### src/rtl/fetch_unit.sv
// fetch_unit: front-end fetch stage.
// Owns the fetch PC and runs the I-cache read handshake. Returned
// instructions are buffered with their PCs in a small FIFO that the decode
// side drains. A branch redirect (ld_br) flushes everything fetched but not
// yet issued, and fetch restarts at br_target.
//
// Ports:
//   clk, rst           rising-edge clock, asynchronous active-high reset
//   instr_read         I-cache read request, held until instr_mem_resp
//   instr_mem_address  I-cache read address (address of outstanding request)
//   instr_mem_rdata    I-cache read data, valid with instr_mem_resp
//   instr_mem_resp     I-cache one-cycle response strobe
//   ld_br, br_target   redirect strobe and target PC from ROB commit
//   deq                consumer takes the head entry
//   out_valid          FIFO non-empty
//   out_instr, out_pc  head entry instruction and PC
//   count              number of occupied FIFO entries
module fetch_unit #(
  parameter int unsigned DEPTH    = 4,
  parameter logic [31:0] RESET_PC = 32'h40000060
) (
  input  logic                         clk,
  input  logic                         rst,
  output logic                         instr_read,
  output logic [31:0]                  instr_mem_address,
  input  logic [31:0]                  instr_mem_rdata,
  input  logic                         instr_mem_resp,
  input  logic                         ld_br,
  input  logic [31:0]                  br_target,
  input  logic                         deq,
  output logic                         out_valid,
  output logic [31:0]                  out_instr,
  output logic [31:0]                  out_pc,
  output logic [$clog2(DEPTH+1)-1:0]   count
);

  localparam int unsigned PtrW = (DEPTH > 1) ? $clog2(DEPTH) : 1;
  localparam int unsigned CntW = $clog2(DEPTH + 1);

  typedef enum logic [1:0] {StIdle, StReq, StDrop} state_e;

  state_e            state_q;
  logic [31:0]       fetch_pc_q;
  logic [31:0]       req_addr_q;
  logic [31:0]       pc_mem_q    [DEPTH];
  logic [31:0]       instr_mem_q [DEPTH];
  logic [PtrW-1:0]   head_q;
  logic [PtrW-1:0]   tail_q;
  logic [CntW-1:0]   count_q;

  logic              deq_ok;
  logic              enq;
  logic              flush;
  logic [CntW-1:0]   cnt_after_deq;
  logic              room_idle;
  logic              room_req;

  always_comb begin
    deq_ok        = deq && (count_q != '0);
    // Data returned in the same cycle as a redirect is wrong-path: drop it.
    enq           = (state_q == StReq) && instr_mem_resp && !ld_br;
    flush         = ld_br;
    cnt_after_deq = count_q - CntW'(deq_ok);
    // IDLE: a slot must be free after this cycle's deq to reserve one.
    room_idle     = cnt_after_deq < CntW'(DEPTH);
    // REQ: the response consumes one slot; another must remain for the next
    // back-to-back request.
    room_req      = cnt_after_deq < CntW'(DEPTH - 1);
  end

  // Fetch control FSM.
  always_ff @(posedge clk or posedge rst) begin
    if (rst) begin
      state_q    <= StIdle;
      fetch_pc_q <= RESET_PC;
      req_addr_q <= '0;
    end else begin
      unique case (state_q)
        StIdle: begin
          if (ld_br) begin
            fetch_pc_q <= br_target;
          end else if (room_idle) begin
            req_addr_q <= fetch_pc_q;
            state_q    <= StReq;
          end
        end
        StReq: begin
          if (ld_br) begin
            fetch_pc_q <= br_target;
            // The cache cannot abort, so an unanswered request is drained in DROP.
            state_q    <= instr_mem_resp ? StIdle : StDrop;
          end else if (instr_mem_resp) begin
            fetch_pc_q <= req_addr_q + 32'd4;
            if (room_req) begin
              req_addr_q <= req_addr_q + 32'd4;
            end else begin
              state_q <= StIdle;
            end
          end
        end
        StDrop: begin
          if (ld_br) fetch_pc_q <= br_target;
          if (instr_mem_resp) state_q <= StIdle;
        end
        default: state_q <= StIdle;
      endcase
    end
  end

  // Instruction FIFO. Flush wins over any enqueue or dequeue in the same cycle.
  always_ff @(posedge clk or posedge rst) begin
    if (rst) begin
      head_q  <= '0;
      tail_q  <= '0;
      count_q <= '0;
      for (int i = 0; i < int'(DEPTH); i++) begin
        pc_mem_q[i]    <= '0;
        instr_mem_q[i] <= '0;
      end
    end else if (flush) begin
      head_q  <= '0;
      tail_q  <= '0;
      count_q <= '0;
    end else begin
      if (enq) begin
        pc_mem_q[tail_q]    <= req_addr_q;
        instr_mem_q[tail_q] <= instr_mem_rdata;
        tail_q              <= tail_q + PtrW'(1);
      end
      if (deq_ok) head_q <= head_q + PtrW'(1);
      count_q <= count_q + CntW'(enq) - CntW'(deq_ok);
    end
  end

  assign instr_read        = (state_q != StIdle);
  assign instr_mem_address = req_addr_q;
  assign out_valid         = (count_q != '0);
  assign out_instr         = instr_mem_q[head_q];
  assign out_pc            = pc_mem_q[head_q];
  assign count             = count_q;

endmodule

### config.mk
export PLATFORM = sky130hd
export DESIGN_NAME = fetch_unit
export DESIGN_NICKNAME = d
export VERILOG_FILES = /design/src/rtl/fetch_unit.sv
export SDC_FILE = /design/constraint.sdc
export NUM_CORES = 1
export LEC_CHECK = 0
export BUFFER_PORTS_ARGS = -buffer_cell sky130_fd_sc_hd__buf_2
export CAP_MARGIN = 20
export CORE_AREA = 2 2 171 173
export CTS_CLUSTER_DIAMETER = 200
export DETAILED_ROUTE_END_ITERATION = 7
export DIE_AREA = 0 0 173 175
export GPL_TIMING_DRIVEN = 0
export PLACE_DENSITY = 0.75
export SLEW_MARGIN = 40
export SYNTH_ARGS = -nofsm -noshare
export SYNTH_HDL_FRONTEND = slang
export SYNTH_SLANG_ARGS = --single-unit
### constraint.sdc
create_clock -name clk -period 27.1 [get_ports clk]
set_clock_uncertainty 0.2 [all_clocks]
set_input_delay 4.065 -clock clk [delete_from_list [all_inputs] [get_ports clk]]
set_output_delay 4.065 -clock clk [all_outputs]
set_load 0.03 [all_outputs]
Yosys cells after proc, flatten, opt, wreduce, memory -nomap -nowiden
Cells that the tools add are included.

word-level totals
  word-level logic and storage cells = 89
  latch bits = 0
  bits in read-only memories = 0
  output and inout bits = 101
  register bits = 329
  bits in writable memories = 0
  input port bits = 69
  memories = 0

operators by class
  $add $sub $neg = 6
  reductions and logical operators = 17
  bitwise gates (word level) = 3
  equality and inequality tests = 11
  divide/modulo/power cells = 0
  shift operators = 0
  multipliers = 0
  magnitude comparators = 5
  multiplexer cells = 33

operator list
  cell                                                                   count
  32-bit two-way mux                                                     13
  128-bit bitwise mux                                                    2
  32-bit binary-select mux with 2-bit select                             2
  32-bit case mux with 2 select lines                                    2
  32-bit demux with 2-bit select                                         1
  32-bit by 3-bit adder with 32-bit output (second input constant)       1
  2-bit two-way mux                                                      11
  2-bit != test (second input constant)                                  6
  2-bit nonzero test                                                     5
  3-bit greater-or-equal comparator (second input constant)              2
  3-bit != test (second input constant)                                  2
  2-bit NOT with 3-bit output                                            2
  2-bit case mux with 3 select lines                                     1
  6-bit AND reduction                                                    1
  3-bit by 1-bit subtractor with 3-bit output                            2
  5-bit AND reduction                                                    1
  2-bit by 1-bit adder with 2-bit output (second input constant)         2
  1-bit logical AND                                                      4
  3-bit by 1-bit adder with 3-bit output                                 1
  3-bit by 1-bit < comparator with 1-bit output (second input constant)  1
  3-bit by 2-bit < comparator with 1-bit output (second input constant)  1
  3-bit < comparator (second input constant)                             1
  3-bit two-way mux                                                      1
  3-bit AND reduction                                                    1
  9 further kinds                                                        9

Logic depth before layout (Yosys ltp)
  depth after elaboration = 8
  gate-level depth with buffers = 12
  depth with buffers taken out = 10

Worst setup path after synthesis
OpenSTA, ideal clock, no wires.

  path type = input -> register
  from = input port instr_mem_resp
  to = register count_q[1] (netlist: count[1])
  buffers on the path = 2
  slack = 20.792 ns
  library setup time = 0.132 ns
  data arrival time = 5.977 ns
  stages on the path = 11
  data required time = 26.768 ns
  cells stage by stage = and2_1 buf_2 o21ai_2 nor2_8 inv_2 clkbuf_1 ha_1 inv_1 ha_1 fa_1 nor2b_1

between the ends
  word-level cells in the longest chain between the ends = 5

ends and longest elaborated chain
  element                                      RTL line  source
  start: declaration                           27        input logic instr_mem_resp,
  1-bit logical AND (2 in a row)               61        enq = (state_q == StReq) && instr_mem_resp && !ld_br;
  3-bit by 1-bit adder with 3-bit output       131       count_q <= count_q + CntW'(enq) - CntW'(deq_ok);
  3-bit by 1-bit subtractor with 3-bit output  131
  3-bit two-way mux                            120       end else if (flush) begin
  end signal: assignment                       131
  end: declaration                             49        logic [CntW-1:0] count_q;

No other way between the ends.
A chain may end at the register's enable or synchronous reset.

Worst setup path in the final report
  from = register head_q[1]
  to = output port out_pc[5]

between the ends
  word-level cells in the longest chain between the ends = 4

ends and longest elaborated chain
  element                                                RTL line  source
  start: declaration                                     47        logic [PtrW-1:0] head_q;
  start signal: assignment                               130       if (deq_ok) head_q <= head_q + PtrW'(1);
  2-bit NOT with 3-bit output (implied by the code)      139       assign out_pc = pc_mem_q[head_q];
  32-bit binary-select mux with 2-bit select             139
  32-bit two-way mux (implied by the code) (2 in a row)  139
  end: declaration                                       33        output logic [31:0] out_pc,

No other way between the ends. The select of a mux whose other input is x is not followed.

==> impl_results.html <==
<table>
<tr><th>Metric</th><th>Value</th></tr>
<tr><th colspan="2">Status</th></tr>
<tr><td>Run status</td><td>complete, no violations</td></tr>
<tr><th colspan="2">Critical path</th></tr>
<tr><td>Setup CP Type</td><td>reg2out</td></tr>
<tr><td>Worst Setup End Kind</td><td>output pin</td></tr>
<tr><td>Startpoint of the worst setup timing path</td><td>head_q[1]</td></tr>
<tr><td>Highest fanout seen on the critical path</td><td>10</td></tr>
<tr><td>Worst reg2reg path depth</td><td>10</td></tr>
<tr><td>Worst path required time</td><td>roughly 23,000 ps</td></tr>
<tr><td>WP data arrival</td><td>2740 ps</td></tr>
<tr><td>Slack of the worst reg-to-reg path</td><td>~23,000 ps</td></tr>
<tr><td>Reg2Reg Capture Point</td><td>instr_mem_address[10]</td></tr>
<tr><td>Critical Path End</td><td>out_pc[5]</td></tr>
<tr><td>Critical register-to-register path startpoint</td><td>count[2]</td></tr>
<tr><td>Setup crit start kind</td><td>flip-flop</td></tr>
<tr><th colspan="2">Cells and area</th></tr>
<tr><td>FF/Latch Area</td><td>approximately 8200 um2</td></tr>
<tr><td>Number of filler cells placed in the layout</td><td>2,197</td></tr>
<tr><td>Fraction of layout cells with a size suffix above 1</td><td>0.444</td></tr>
<tr><td>Most common cell after layout, fill and taps aside</td><td>dfrtp_1</td></tr>
<tr><td>Multi-input gate area</td><td>approximately 6700 um2</td></tr>
<tr><td>Final core utilization</td><td>0.634</td></tr>
<tr><td>Final instance count without filler cells</td><td>1,746</td></tr>
<tr><td>Final net count</td><td>roughly 1,400</td></tr>
<tr><td>Area growth from synthesis to layout</td><td>17.0%</td></tr>
<tr><td>Leading cell types in the layout, fill and taps excluded</td><td>dfrtp_1 (326), mux2_2 (237), buf_2 (217)</td></tr>
<tr><th colspan="2">Timing</th></tr>
<tr><td>Count of final hold-check violations</td><td>0</td></tr>
<tr><td>Hold slack</td><td>roughly 280 ps</td></tr>
<tr><td>Slew Limit Headroom</td><td>0.446</td></tr>
<tr><td>Final setup viols</td><td>0</td></tr>
<tr><td>Achievable frequency</td><td>between 100 and 150 MHz</td></tr>
<tr><td>Final total negative setup slack</td><td>0 ps</td></tr>
<tr><td>Unrepaired setup endpoints after global routing</td><td>no</td></tr>
<tr><td>Pins Over Slew Limit</td><td>0</td></tr>
<tr><td>Slew of the pin with the lowest slew margin</td><td>around 830 ps</td></tr>
<tr><td>Period minus WS final</td><td>7010 ps</td></tr>
<tr><td>Period utilization</td><td>0.259</td></tr>
<tr><th colspan="2">Floorplanning</th></tr>
<tr><td>I/O pin cnt</td><td>170</td></tr>
<tr><td>Total Die Area</td><td>between 30,000 and 40,000 um2</td></tr>
<tr><td>Chip width</td><td>about 170 um</td></tr>
<tr><td>Initial Util</td><td>0.542</td></tr>
<tr><td>Die H</td><td>around 180 um</td></tr>
<tr><td>Core outline area</td><td>between 20,000 and 30,000 um2</td></tr>
<tr><td>Count of standard-cell rows</td><td>between 60 and 70</td></tr>
<tr><th colspan="2">Place</th></tr>
<tr><td>Count of input and output buffers</td><td>about 170</td></tr>
<tr><td>Dpl cells</td><td>1,683</td></tr>
<tr><td>Detailed placement HPWL</td><td>roughly 26,000 um</td></tr>
<tr><td>Final weighted congestion of routability-driven global placement</td><td>between 0.8 and 0.9</td></tr>
<tr><th colspan="2">Clocking</th></tr>
<tr><td>Hold-fix buffers, CTS</td><td>0</td></tr>
<tr><td>Clock tree from TritonCTS</td><td>done</td></tr>
<tr><td>Clk sink count</td><td>approximately 330</td></tr>
<tr><td>Deepest level of the CTS H-tree</td><td>2</td></tr>
<tr><td>Post-CTS clock slew at the launch and capture registers of the worst setup and hold paths</td><td>roughly 60 ps</td></tr>
<tr><td>Clock latency on the worst-skew pair</td><td>520 ps</td></tr>
<tr><td>Post-CTS setup repair buffer count</td><td>0</td></tr>
<tr><td>Library cell used as clock root buffer</td><td>clkbuf_16</td></tr>
<tr><td>Number of cells upsized or downsized after cts</td><td>0</td></tr>
<tr><td>CTS max path bufs</td><td>3</td></tr>
<tr><td>Total clock buffers created by CTS</td><td>35</td></tr>
<tr><th colspan="2">Synth</th></tr>
<tr><td>Synthesized flop and latch total</td><td>329</td></tr>
<tr><td>Prevailing post-synth register cell</td><td>dfrtp_1</td></tr>
<tr><td>Sequential element share of the synthesized area</td><td>0.535</td></tr>
<tr><td>Netlist area before placement</td><td>roughly 15,000 um2</td></tr>
<tr><td>Syn Nets</td><td>approximately 1,200</td></tr>
<tr><td>Synth Instances</td><td>approximately 1,100</td></tr>
<tr><td>Count of different cell masters after synthesis</td><td>60</td></tr>
<tr><td>Async set-or-reset flop fraction in the synthesized netlist</td><td>1.00</td></tr>
<tr><td>Synthesized area divided by synthesized cell count</td><td>13.7 um2</td></tr>
<tr><td>Syn. warnings</td><td>0</td></tr>
<tr><td>EDFF count, synth</td><td>0</td></tr>
<tr><th colspan="2">Drt</th></tr>
<tr><td>Number of nets still failing antenna checks after routing</td><td>0</td></tr>
<tr><td>1st-iter DRT viols</td><td>892</td></tr>
<tr><td>Top routing layer in use</td><td>met4</td></tr>
<tr><td>TritonRoute pass-1 iters</td><td>5</td></tr>
<tr><td>Routed via count</td><td>roughly 11,000</td></tr>
<tr><td>Total wire length</td><td>roughly 38,000 um</td></tr>
<tr><td>Total length of routed met2 wires</td><td>18,000 um</td></tr>
<tr><td>Drc violations</td><td>0</td></tr>
<tr><td>Wirelength per Cell</td><td>roughly 22 um</td></tr>
<tr><td>Met3 wirelength from detailed routing</td><td>2580 um</td></tr>
<tr><td>Met1 Routed Length</td><td>16,100 um</td></tr>
<tr><td>Via-per-instance ratio</td><td>6.05</td></tr>
<tr><th colspan="2">Min path</th></tr>
<tr><td>Hold Startpoint</td><td>fetch_pc_q[25]</td></tr>
<tr><td>Class of the worst hold path</td><td>reg2reg</td></tr>
<tr><th colspan="2">GRT</th></tr>
<tr><td>Number of global-route vias before repair</td><td>around 11,000</td></tr>
<tr><td>Number of antenna violations at the first check in global routing</td><td>1</td></tr>
<tr><td>Wire length of the first global-routing pass</td><td>between 50,000 and 60,000 um</td></tr>
<tr><td>Global-route usage over all layers</td><td>0.252</td></tr>
<tr><td>Final global-route overflow total</td><td>0</td></tr>
<tr><td>Pin count of the biggest net entering global routing</td><td>67</td></tr>
<tr><th colspan="2">Power and ir drop</th></tr>
<tr><td>Areal power density over the cells</td><td>around 110 nW/um2</td></tr>
<tr><td>Highest ir drop seen on vdd</td><td>~0.00007 V</td></tr>
<tr><td>P_leak</td><td>about 8.4 nW</td></tr>
<tr><td>Post-layout total power</td><td>0.00206 W</td></tr>
<tr><th colspan="2">Run</th></tr>
<tr><td>MaxCap Viol Count</td><td>0</td></tr>
</table>
==> layer usage <==
layer / up-vias / GRT usage
met1: 5436 / 0.351
met2: 439 / 0.408
li1: 4596 / -
met4: 0 / 0.0692
met3: 84 / 0.0490
met5: - / 0
==> synthesized netlist by cell type, types with 3 or more instances <==
master | number | area (um2)
dfrtp_1 | 326 | 8160
mux2_2 | 237 | 2670
mux4_2 | 64 | 1440
o21ai_0 | 52 | 260
nor2_1 | 48 | 180
buf_2 | 46 | 230
nand2_1 | 46 | 173
clkbuf_1 | 33 | 124
nand3_1 | 22 | 110
mux2_1 | 21 | 236
xor2_1 | 21 | 184
a32oi_1 | 19 | 166
a21oi_1 | 17 | 85.1
nand4_1 | 15 | 93.8
xnor2_1 | 11 | 96.3
a31oi_1 | 10 | 62.6
buf_1 | 10 | 37.5
ha_1 | 9 | 113
inv_1 | 9 | 33.8
nor2b_1 | 7 | 43.8
nor3_1 | 7 | 35.0
and3_1 | 6 | 37.5
mux2i_1 | 6 | 60.1
clkbuf_2 | 5 | 25.0
o22a_1 | 5 | 43.8
o311ai_0 | 5 | 43.8
a2bb2oi_1 | 4 | 35.0
a41oi_1 | 4 | 35.0
nand2_4 | 4 | 45.0
o22ai_1 | 4 | 25.0
or4_1 | 4 | 30.0
a211oi_1 | 3 | 22.5
a22oi_1 | 3 | 22.5
and2_1 | 3 | 18.8
dfstp_2 | 3 | 78.8
nand2b_1 | 3 | 18.8
o21a_1 | 3 | 22.5
or3_1 | 3 | 18.8
==> stage by stage <==
stage	worst slack (ps)	cell area, um2
after CTS	20050	18000
after floorplan	13730	15400
after detailed placement	20140	16900
after global placement	10130	16700
after global routing	20010	18000
final	20090	18000
==> state kept, by name, summed over array words and instances (netlist names) <==
register / count
tail_q: 2
instr_mem_address: 32
pc_mem_q: 128
count: 3
state_q: 2
head_q: 2
instr_mem_q: 128
fetch_pc_q: 32
==> layout make-up <==
cell class,count,share of cell area
Clock inverter,11,0.00667
Timing Repair Buffer,174,0.0546
Inverter,10,0.00250
Buffer,94,0.0233
Antenna cell,1,0.000139
Sequential cell,329,0.458
Clock buffer,51,0.0565
Multi-Input combinational cell,692,0.372
Tap cell,384,0.0267
==> how the worst min path moves through the flow <==
stage                                        to  depth (start not counted)  slack (ps)
after floorplan                  fetch_pc_q[12]                          2         240
after global placement           fetch_pc_q[12]                          2         260
after detailed placement         fetch_pc_q[12]                          2         270
after CTS                 instr_mem_address[25]                          2         290
after global routing                pc_mem_q[4]                          1         300
final                     instr_mem_address[25]                          2         280
==> power breakdown <==
group | internal [W] | switching (W)
registers | 0.000635 | 0.0000882
logic | 0.000337 | 0.000522
clock network | 0.000281 | 0.000194
total | 0.00125 | 0.000804
==> cell families (layout without fill, tap and decap cells) <==
logic type,Yosys count,count (layout),synth area share
XOR/XNOR,32,32,0.0182
adder cells (fa/ha/maj),10,10,0.00862
other,0,1,0
buffers and inverters,104,340,0.0295
flip-flops,329,329,0.535
multiplexers,328,328,0.286
AND/OR/NAND/NOR,183,183,0.0631
AO/OA/AOI/OAI,139,139,0.0589
==> critical path, stage by stage (launching register included) <==
cell	delay [ps]
dfrtp_1	340
clkbuf_1	560
clkbuf_1	670
mux4_2	450
buf_2	200
Note: power is estimated with default switching activity, not from simulation.
